[config.mk]
export PLATFORM = sky130hd
export DESIGN_NAME = hdma
export DESIGN_NICKNAME = d
export VERILOG_FILES = /design/src/rtl/hdma_pkg.sv /design/src/rtl/hdma_mover.sv /design/src/rtl/hdma.sv
export SDC_FILE = /design/constraint.sdc
export NUM_CORES = 1
export LEC_CHECK = 0
export ABC_AREA = 1
export BUFFER_PORTS_ARGS = -buffer_cell sky130_fd_sc_hd__buf_2
export CAP_MARGIN = 0
export CORE_UTILIZATION = 55
export DETAILED_ROUTE_END_ITERATION = 8
export PLACE_DENSITY = 0.87
export SYNTH_ARGS = -nofsm -noshare
export SYNTH_HDL_FRONTEND = slang
export SYNTH_SLANG_ARGS = --single-unit
[constraint.sdc]
create_clock -name clk -period 5 [get_ports clk]
set_input_delay 1.25 -clock clk [delete_from_list [all_inputs] [get_ports clk]]
set_output_delay 1.25 -clock clk [all_outputs]
set_load 0.05 [all_outputs]
[src/rtl/hdma_pkg.sv]
// Shared types and constants for the HDMA block-transfer engine.
package hdma_pkg;

    typedef enum logic [2:0] {
        ST_IDLE,
        ST_ALIGN,
        ST_MOVE,
        ST_BLK_DONE,
        ST_HB_WAIT
    } state_t;

    typedef enum logic [1:0] {
        PH_RD_ADDR,
        PH_RD_DATA,
        PH_WR_DATA,
        PH_WR_WAIT
    } phase_t;

    localparam logic [2:0] SEL_SRC_HI = 3'd0;
    localparam logic [2:0] SEL_SRC_LO = 3'd1;
    localparam logic [2:0] SEL_DST_HI = 3'd2;
    localparam logic [2:0] SEL_DST_LO = 3'd3;
    localparam logic [2:0] SEL_CTRL   = 3'd4;

    localparam logic [1:0] CT_ALIGN = 2'b11;

    function automatic logic [7:0] status_byte(input logic active, input logic [6:0] rem);
        return {~active, rem};
    endfunction

endpackage

[src/rtl/hdma_mover.sv]
// Four-phase byte mover: copies one block from the source counter to the
// windowed destination counter, one byte every four clocks.
module hdma_mover #(
    parameter int          BLOCK_BYTES = 16,
    parameter logic [15:0] DST_BASE    = 16'h8000,
    parameter int          DST_WIN_W   = 13
) (
    input  logic        clk,
    input  logic        rst,
    input  logic        start,
    input  logic        src_ld,
    input  logic        dst_ld,
    input  logic [15:0] src_in,
    input  logic [15:0] dst_in,
    output logic        block_done,
    output logic        dma_rd,
    output logic        dma_wr,
    output logic [15:0] dma_a,
    input  logic [7:0]  dma_din,
    output logic [7:0]  dma_dout
);
    import hdma_pkg::*;

    localparam int          OFS_W    = $clog2(BLOCK_BYTES);
    localparam logic [15:0] OFS_MASK = 16'(BLOCK_BYTES - 1);
    localparam logic [15:0] WIN_MASK = 16'((1 << DST_WIN_W) - 1);

    phase_t           phase_reg;
    logic             running_reg;
    logic [OFS_W-1:0] byte_cnt_reg;
    logic [15:0]      src_cnt_reg;
    logic [15:0]      dst_cnt_reg;
    logic [7:0]       dout_reg;
    logic [15:0]      dst_step;
    logic             last_byte;

    assign last_byte  = &byte_cnt_reg;
    // Destination increments stay inside the window; the base bits never change.
    assign dst_step   = DST_BASE | ((dst_cnt_reg + 16'd1) & WIN_MASK);
    assign block_done = running_reg && (phase_reg == PH_WR_WAIT) && last_byte;

    assign dma_rd   = running_reg && ((phase_reg == PH_RD_ADDR) || (phase_reg == PH_RD_DATA));
    assign dma_wr   = running_reg && (phase_reg == PH_WR_DATA);
    assign dma_dout = dout_reg;

    always_comb begin
        dma_a = 16'h0000;
        if (running_reg) begin
            dma_a = ((phase_reg == PH_RD_ADDR) || (phase_reg == PH_RD_DATA)) ? src_cnt_reg
                                                                              : dst_cnt_reg;
        end
    end

    always_ff @(posedge clk or negedge rst) begin
        if (!rst) begin
            phase_reg    <= PH_RD_ADDR;
            running_reg  <= 1'b0;
            byte_cnt_reg <= '0;
            src_cnt_reg  <= 16'h0000;
            dst_cnt_reg  <= 16'h0000;
            dout_reg     <= 8'h00;
        end else begin
            if (src_ld) begin
                src_cnt_reg <= src_in & ~OFS_MASK;
            end
            if (dst_ld) begin
                dst_cnt_reg <= DST_BASE | (dst_in & WIN_MASK & ~OFS_MASK);
            end
            if (start) begin
                running_reg  <= 1'b1;
                phase_reg    <= PH_RD_ADDR;
                byte_cnt_reg <= '0;
            end else if (running_reg) begin
                case (phase_reg)
                    PH_RD_ADDR: phase_reg <= PH_RD_DATA;
                    PH_RD_DATA: begin
                        phase_reg <= PH_WR_DATA;
                        dout_reg  <= dma_din;
                    end
                    PH_WR_DATA: phase_reg <= PH_WR_WAIT;
                    default: begin
                        src_cnt_reg  <= src_cnt_reg + 16'd1;
                        dst_cnt_reg  <= dst_step;
                        byte_cnt_reg <= byte_cnt_reg + 1'b1;
                        phase_reg    <= PH_RD_ADDR;
                        if (last_byte) begin
                            running_reg <= 1'b0;
                        end
                    end
                endcase
            end
        end
    end

endmodule

[src/rtl/hdma.sv]
// HDMA engine top: register file, general/HBlank sequencing, cancel/restart
// handling and HBlank edge capture around the byte mover.
module hdma #(
    parameter int          BLOCK_BYTES = 16,
    parameter int          LEN_W       = 7,
    parameter logic [15:0] DST_BASE    = 16'h8000,
    parameter int          DST_WIN_W   = 13
) (
    input  logic        clk,
    input  logic        rst,
    input  logic [1:0]  ct,
    input  logic        hblank,
    input  logic        lcd_en,
    input  logic [2:0]  mmio_sel,
    input  logic        mmio_wr,
    input  logic [7:0]  mmio_din,
    output logic [7:0]  mmio_dout,
    output logic        dma_rd,
    output logic        dma_wr,
    output logic [15:0] dma_a,
    input  logic [7:0]  dma_din,
    output logic [7:0]  dma_dout,
    output logic        dma_occupy_bus,
    output logic        busy
);
    import hdma_pkg::*;

    state_t           state_reg, state_next;
    logic [15:0]      src_sh_reg, dst_sh_reg;
    logic             mode_reg, mode_next;
    logic [LEN_W-1:0] rem_reg, rem_next;
    logic [LEN_W-1:0] restart_len_reg, restart_len_next;
    logic             cancel_reg, cancel_next;
    logic             restart_reg, restart_next;
    logic             hb_prev_reg;
    logic             hb_pend_reg, hb_pend_next;

    logic             ctrl_wr, ctrl_hb, hb_rise;
    logic [LEN_W-1:0] ctrl_len, rem_dec, reload_len;
    logic             start, load, reload, block_done;

    assign ctrl_wr  = mmio_wr && (mmio_sel == SEL_CTRL);
    assign ctrl_hb  = mmio_din[7];
    assign ctrl_len = mmio_din[LEN_W-1:0];
    assign hb_rise  = hblank && !hb_prev_reg;
    // A block that ends on remaining==0 completes the transfer: back to all-ones.
    assign rem_dec  = (rem_reg == '0) ? '1 : rem_reg - LEN_W'(1);

    assign busy           = (state_reg != ST_IDLE);
    assign dma_occupy_bus = (state_reg == ST_ALIGN) || (state_reg == ST_MOVE) ||
                            (state_reg == ST_BLK_DONE);
    assign mmio_dout      = (mmio_sel == SEL_CTRL) ? status_byte(busy, 7'(rem_reg)) : 8'hFF;

    always_comb begin
        state_next       = state_reg;
        mode_next        = mode_reg;
        rem_next         = rem_reg;
        restart_len_next = restart_len_reg;
        cancel_next      = cancel_reg;
        restart_next     = restart_reg;
        hb_pend_next     = hb_pend_reg;
        start            = 1'b0;
        load             = 1'b0;
        reload           = 1'b0;
        reload_len       = ctrl_len;

        if (hb_rise && mode_reg && ((state_reg == ST_ALIGN) || (state_reg == ST_MOVE))) begin
            hb_pend_next = 1'b1;
        end

        // A CTRL write during an HBlank block is deferred to the block boundary.
        if (ctrl_wr && mode_reg && ((state_reg == ST_ALIGN) || (state_reg == ST_MOVE))) begin
            restart_next     = ctrl_hb;
            cancel_next      = !ctrl_hb;
            restart_len_next = ctrl_len;
        end

        case (state_reg)
            ST_IDLE: begin
                if (ctrl_wr) begin
                    mode_next    = ctrl_hb;
                    rem_next     = ctrl_len;
                    load         = 1'b1;
                    hb_pend_next = 1'b0;
                    state_next   = (ctrl_hb && lcd_en) ? ST_HB_WAIT : ST_ALIGN;
                end
            end
            ST_ALIGN: begin
                if (ct == CT_ALIGN) begin
                    start      = 1'b1;
                    state_next = ST_MOVE;
                end
            end
            ST_MOVE: begin
                if (block_done) begin
                    state_next = ST_BLK_DONE;
                end
            end
            ST_BLK_DONE: begin
                if (ctrl_wr && mode_reg) begin
                    if (ctrl_hb) begin
                        reload = 1'b1;
                    end else begin
                        rem_next   = rem_dec;
                        state_next = ST_IDLE;
                    end
                end else if (restart_reg) begin
                    reload     = 1'b1;
                    reload_len = restart_len_reg;
                end else if (rem_reg == '0) begin
                    rem_next   = '1;
                    state_next = ST_IDLE;
                end else if (cancel_reg) begin
                    rem_next   = rem_dec;
                    state_next = ST_IDLE;
                end else begin
                    rem_next = rem_dec;
                    if (!mode_reg || hb_pend_reg || hb_rise || !lcd_en) begin
                        state_next = ST_ALIGN;
                    end else begin
                        state_next = ST_HB_WAIT;
                    end
                    hb_pend_next = 1'b0;
                end
            end
            ST_HB_WAIT: begin
                if (ctrl_wr) begin
                    if (ctrl_hb) begin
                        reload = 1'b1;
                    end else begin
                        state_next = ST_IDLE;
                    end
                end else if (hb_rise || !lcd_en) begin
                    state_next = ST_ALIGN;
                end
            end
            default: state_next = ST_IDLE;
        endcase

        if (reload) begin
            rem_next     = reload_len;
            load         = 1'b1;
            hb_pend_next = 1'b0;
            cancel_next  = 1'b0;
            restart_next = 1'b0;
            state_next   = lcd_en ? ST_HB_WAIT : ST_ALIGN;
        end

        if (state_next == ST_IDLE) begin
            cancel_next  = 1'b0;
            restart_next = 1'b0;
            hb_pend_next = 1'b0;
        end
    end

    always_ff @(posedge clk or negedge rst) begin
        if (!rst) begin
            state_reg       <= ST_IDLE;
            src_sh_reg      <= 16'h0000;
            dst_sh_reg      <= 16'h0000;
            mode_reg        <= 1'b0;
            rem_reg         <= '1;
            restart_len_reg <= '0;
            cancel_reg      <= 1'b0;
            restart_reg     <= 1'b0;
            hb_prev_reg     <= 1'b0;
            hb_pend_reg     <= 1'b0;
        end else begin
            state_reg       <= state_next;
            mode_reg        <= mode_next;
            rem_reg         <= rem_next;
            restart_len_reg <= restart_len_next;
            cancel_reg      <= cancel_next;
            restart_reg     <= restart_next;
            hb_prev_reg     <= hblank;
            hb_pend_reg     <= hb_pend_next;
            // Shadow address registers; the mover only sees them on a CTRL load.
            if (mmio_wr) begin
                case (mmio_sel)
                    SEL_SRC_HI: src_sh_reg[15:8] <= mmio_din;
                    SEL_SRC_LO: src_sh_reg[7:0]  <= mmio_din;
                    SEL_DST_HI: dst_sh_reg[15:8] <= mmio_din;
                    SEL_DST_LO: dst_sh_reg[7:0]  <= mmio_din;
                    default: ;
                endcase
            end
        end
    end

    hdma_mover #(
        .BLOCK_BYTES(BLOCK_BYTES),
        .DST_BASE   (DST_BASE),
        .DST_WIN_W  (DST_WIN_W)
    ) u_mover (
        .clk       (clk),
        .rst       (rst),
        .start     (start),
        .src_ld    (load),
        .dst_ld    (load),
        .src_in    (src_sh_reg),
        .dst_in    (dst_sh_reg),
        .block_done(block_done),
        .dma_rd    (dma_rd),
        .dma_wr    (dma_wr),
        .dma_a     (dma_a),
        .dma_din   (dma_din),
        .dma_dout  (dma_dout)
    );

endmodule
After elaboration in Yosys (flattened, before gate mapping)
Cells that the tools add are included.
Operators by class
  add/subtract/negate cells: 4
  eq/ne operators: 16
  mux-type cells: 72
  bitwise gates (word level): 2
  reductions and logical operators: 41
Operator list (number)
  16-bit two-way mux: 10
  7-bit two-way mux: 10
  3-bit two-way mux: 14
  1-bit two-way mux: 27
  16-bit by 1-bit adder with 16-bit output, second input constant: 1
  3-bit one-hot mux with 5 select lines: 1
  7-bit one-hot mux with 2 select lines: 1
  13-bit by 1-bit adder with 13-bit output, second input constant: 1
  3-bit by 2-bit == test with 1-bit output, second input constant: 4
  4-bit two-way mux: 3
  2-bit AND reduction: 6
  1-bit logical AND: 11
  3-bit zero test: 3
  3-bit nonzero test: 3
  8-bit two-way mux: 1
  4-bit AND reduction: 2
  7-bit zero test: 1
  1-bit logical OR: 7
  7-bit by 1-bit subtractor with 7-bit output, second input constant: 1
  2-bit == test, second input constant: 3
  3-bit by 1-bit == test with 1-bit output, second input constant: 2
  3-bit == test, second input constant: 2
  2-bit one-hot mux with 3 select lines: 1
  4-bit by 1-bit adder with 4-bit output, second input constant: 1
  other kinds (13): 19
Word-level totals
  flip-flop bits (word level): 98
  input bits: 26
  word-level logic and storage cells: 153

Logic depth before layout (Yosys ltp)
  depth in word-level cells: 13
  gate-level depth with buffers: 14
  mapped depth without buffers: 13

By module
Synthesis repeated with hierarchy kept, for this count alone.
Second synthesis, totals
  cells, all modules: 733
  area total of the unflattened synthesis: 5710.5 um2
By module, submodules not included
  hdma_mover: times used 1, cells an instance 392, area each 2941.6 um2, sequential area each 1176.1 um2
  hdma: times used 1, cells an instance 341, area each 2768.9 um2, sequential area each 1360.1 um2

Least setup slack after synthesis
OpenSTA, ideal clock, no wires.
  kind: flip-flop to output port
  start point: register u_mover.phase_reg[0]
  end point: output dma_a[2]
  data arrival time: 2.096 ns
  data required time: 3.750 ns
  setup slack: 1.654 ns
  cell stages (with the launch flop): 7
  path buffers: 1
  cell sequence: dfrtp_1 inv_1 ha_1 nor2_1 clkbuf_1 o21ai_0 a21oi_1
On the way
  longest elaborated chain between the ends: 4
  elaborated cells between the ends (all ways): 5
  those cells by class: eq/ne (1); mux (2); reduce/logical (2)
RTL lines
  start: declaration: line hdma_mover.sv:28  | phase_t phase_reg;
  start signal: assignment: line hdma_mover.sv:56  | phase_reg <= PH_RD_ADDR;
  start signal: assignment: line hdma_mover.sv:71  | phase_reg <= PH_RD_ADDR;
  start signal: assignment: line hdma_mover.sv:75  | PH_RD_ADDR: phase_reg <= PH_RD_DATA;
  2-bit by 1-bit == test with 1-bit output / 2-bit zero test (equally long branches): line hdma_mover.sv:49  | dma_a = ((phase_reg == PH_RD_ADDR) || (phase_reg == PH_RD_DATA)) ? src_cnt_reg
  1-bit logical OR (*): line hdma_mover.sv:49
  16-bit two-way mux (*): line hdma_mover.sv:49
  16-bit two-way mux (*): line hdma_mover.sv:48  | if (running_reg) begin
  end: declaration: line hdma.sv:20  | output logic [15:0] dma_a,
Every way passes the cells marked *; elsewhere a longest branch is shown, timed or not.

Worst setup path after layout
  start point: register u_mover.phase_reg[0]
  end point: output dma_a[8]
Same word-level chain as after synthesis.

==> results by group <==
STA
  • Hold Vio Cnt, Final: 0
  • Final setup violation count: 0
  • RSZ-0062 raised after global routing: no
  • Final Skew: 16.33 ps
  • Max-slew violation count: 0
  • Sum Neg Setup Slack: 0 ps
  • Actual slew at the worst max-slew pin: between 800 and 900 ps
  • Max-slew headroom: between 40% and 50%
  • Fmax: approximately 250 MHz
  • Fin crit period: approximately 3900 ps
  • Tcrit/Tclk final: about four fifths

Detailed routing
  • DRC violations left: 0
  • Vias: about 4,600
  • Via-per-instance ratio: 5.590
  • Initial DRC Count: 432
  • Drt wl/cell: 14.15 um
  • Remaining antenna violation count after routing: 0
  • Detailed Routing Iterations Pass 1: 5
  • Post-Route WL: 11.69 mm

Floorplan
  • Core area: roughly 0.0088 mm2
  • Die Ht: approximately 98 um
  • Rows: 34
  • Chip Width: 97.51 um
  • Num ports: 62
  • Initial core utilization: between 50 and 60%
  • Full die area: ~0.0095 mm2

Clock tree
  • Reg clk slew, reported paths: roughly 100 ps
  • # Post-CTS Setup Buffers: 0
  • CTS root buf: clkbuf_8
  • PostCTS Resize Cnt: 0
  • H-tree Lvls: 3
  • CTS Sinks: 90
  • CTS Hold Buffers Added: 0
  • Max clock buf depth: 2
  • CTS tree: done
  • Worst skew pair latency: roughly 370 ps
  • CTS Buf Count: 9

GRT
  • First-pass GRT wire length: about 20 mm
  • Largest net degree at the start of global routing: around 50
  • Vias in the first global route: approximately 4,300
  • GRT overflow: 0
  • Total Routing Usage GR: 25.96%
  • Initial antenna violation count: 0

Placement
  • Port bufs: between 60 and 70
  • RePlAce Congestion: between 0.9 and 1
  • Hpwl dp: between 8 and 9 mm

Layout
  • Commonest cells after routing, fill and taps aside: nand2_1 (146), o21ai_0 (86), dfrtp_1 (83)
  • Final net count: about 750
  • Fin util: between 60 and 70%
  • Commonest non-fill, non-tap cell in the layout: nand2_1
  • Synth-to-layout area growth: 10.95%
  • Layout cell share with drive strength beyond 1: between 10% and 20%
  • Ant diodes: 0

Pwr
  • Leakage: ~2.8 nW
  • Power, Total: between 3 and 4 mW
  • Max VDD drop: about 0.33 mV
  • Cell Pwr Density: 681.9 mW/mm2

Setup path
  • Worst EP arrival: between 2000 and 3000 ps
  • Critical Path Start Type: flip-flop
  • Critical path required time: between 3000 and 4000 ps
  • Critical setup path kind: flip-flop to output port
  • Critical Path End Type: output port
  • RR Startpoint: state_reg[2]
  • R2r worst-path depth: 11
  • Crit path from: u_mover.phase_reg[0]
  • Worst-path fanout max: 14

Synthesis
  • Main combinational cell family by area after synthesis: simple AND/OR/NAND/NOR gates
  • Mean Syn Cell Area: between 7 and 8 um2
  • Synth area leader: dfrtp_1
  • Post-synthesis mux area share: between 1.5 and 2%
  • Distinct cell type count of the synthesized netlist: 40
  • Seq cells post-synth: 90
  • Post-Syn Area: between 0.005 and 0.006 mm2
  • Synthesized netlist cell count: 660
  • Post-synth top area share: just over 40%
  • Synth warn: 0
  • Synth Net Count: 695
  • Sequential area share after synthesis: a little under half
  • Xor/xnor share of the synthesized area: under 10%
  • Simple-Gate Fraction of Synth Area: between 20% and 30%
  • Synth Area in Compound Gates: between 10% and 20%
  • Synth Area in Adders: 2.244%
  • Area contributors post-synth: dfrtp_1 (41%), nand2_1 (11%), o21ai_0 (8.6%)

Status
  • Run status: complete, no violations

Min path
  • Hold depth: 1
  • Worst hold start: u_mover.dst_cnt_reg[15]
  • Hold Path Class: flip-flop to flip-flop

Run
  • Max cap viols: 0
==> per-stage QoR <==
stage                     instances  hold WS, ps  worst slack (ps)  cell area (um2)
after floorplan                 660        434.3              1654             5017
after global placement          811        451.9              1607             5364
after detailed placement        811        455.8              1507             5364
after CTS                       826        480.4              1113             5567
after global routing            826        493.5             908.5             5567
final                           826        477.9              1075             5567
==> synth_stat cells <==
cell	instances
a21oi_1	34
a31o_2	1
a31oi_1	1
a41oi_1	1
buf_1	1
buf_2	5
buf_4	4
buf_6	2
clkbuf_1	8
clkinv_1	1
dfrtp_1	83
dfstp_2	7
ha_1	9
inv_1	81
inv_2	2
inv_4	1
mux2_2	8
nand2_1	146
nand2_2	4
nand2_4	1
nand3_1	52
nand3_2	1
nand3_4	1
nand3b_1	1
nand4_1	8
nor2_1	57
nor2_2	1
nor2_4	2
nor3_1	6
nor3_2	2
nor4_1	1
o21ai_0	86
o21ai_1	19
o21bai_1	1
o22ai_1	8
o41ai_1	1
or2_1	1
or2_2	2
xnor2_1	2
xor2_1	8
==> kinds of logic after synthesis <==
logic type / after synthesis
fa+ha+maj: 9
xor+xnor: 10
mux: 8
buf+inv: 105
compound gates: 152
simple gates: 286
flops: 90
==> worst max-delay path, stage by stage (launching register included) <==
cell     delay (ps)
dfrtp_1         420
inv_1           110
ha_1            220
nor2_1          650
inv_1           310
a21oi_1         290
buf_2           300
==> worst paths after layout <==
path / end / slack [ps]
worst min register to register: u_mover.dst_cnt_reg[15] / 480
worst min-delay path: u_mover.dst_cnt_reg[15] / 480
max in group asynchronous: u_mover.dst_cnt_reg[10] / 3110
worst max register to register: rem_reg[4] / 2360
worst max-delay path: dma_a[8] / 1080
min in group asynchronous: u_mover.dst_cnt_reg[4] / 920
==> routing by layer <==
| layer | vias to the layer above | GRT usage (%) | wire (um) |
|---|---|---|---|
| met5 | - | 0 | 0 |
| li1 | 2260 | - | - |
| met3 | 16 | 3.094 | 712 |
| met1 | 2171 | 35.31 | 5256 |
| met4 | 0 | 9.842 | 216 |
| met2 | 170 | 42.66 | 5503 |
==> report_power, final <==
part | switching, mW | internal (mW)
combinational | 1.47 | 0.566
sequential | 0.238 | 1.01
clock | 0.257 | 0.256
total | 1.96 | 1.83
==> cell type report <==
class                      instances  area (um2)
tap                              108       135.1
inverter                          85       321.6
timing repair buffer              63       322.8
clock inverter                     4       51.30
clock buffer                      11       151.4
multi-input combinational        465        2323
fill                             777        3197
sequential                        90        2261
No activity file was read; power rests on OpenSTA's default activity.
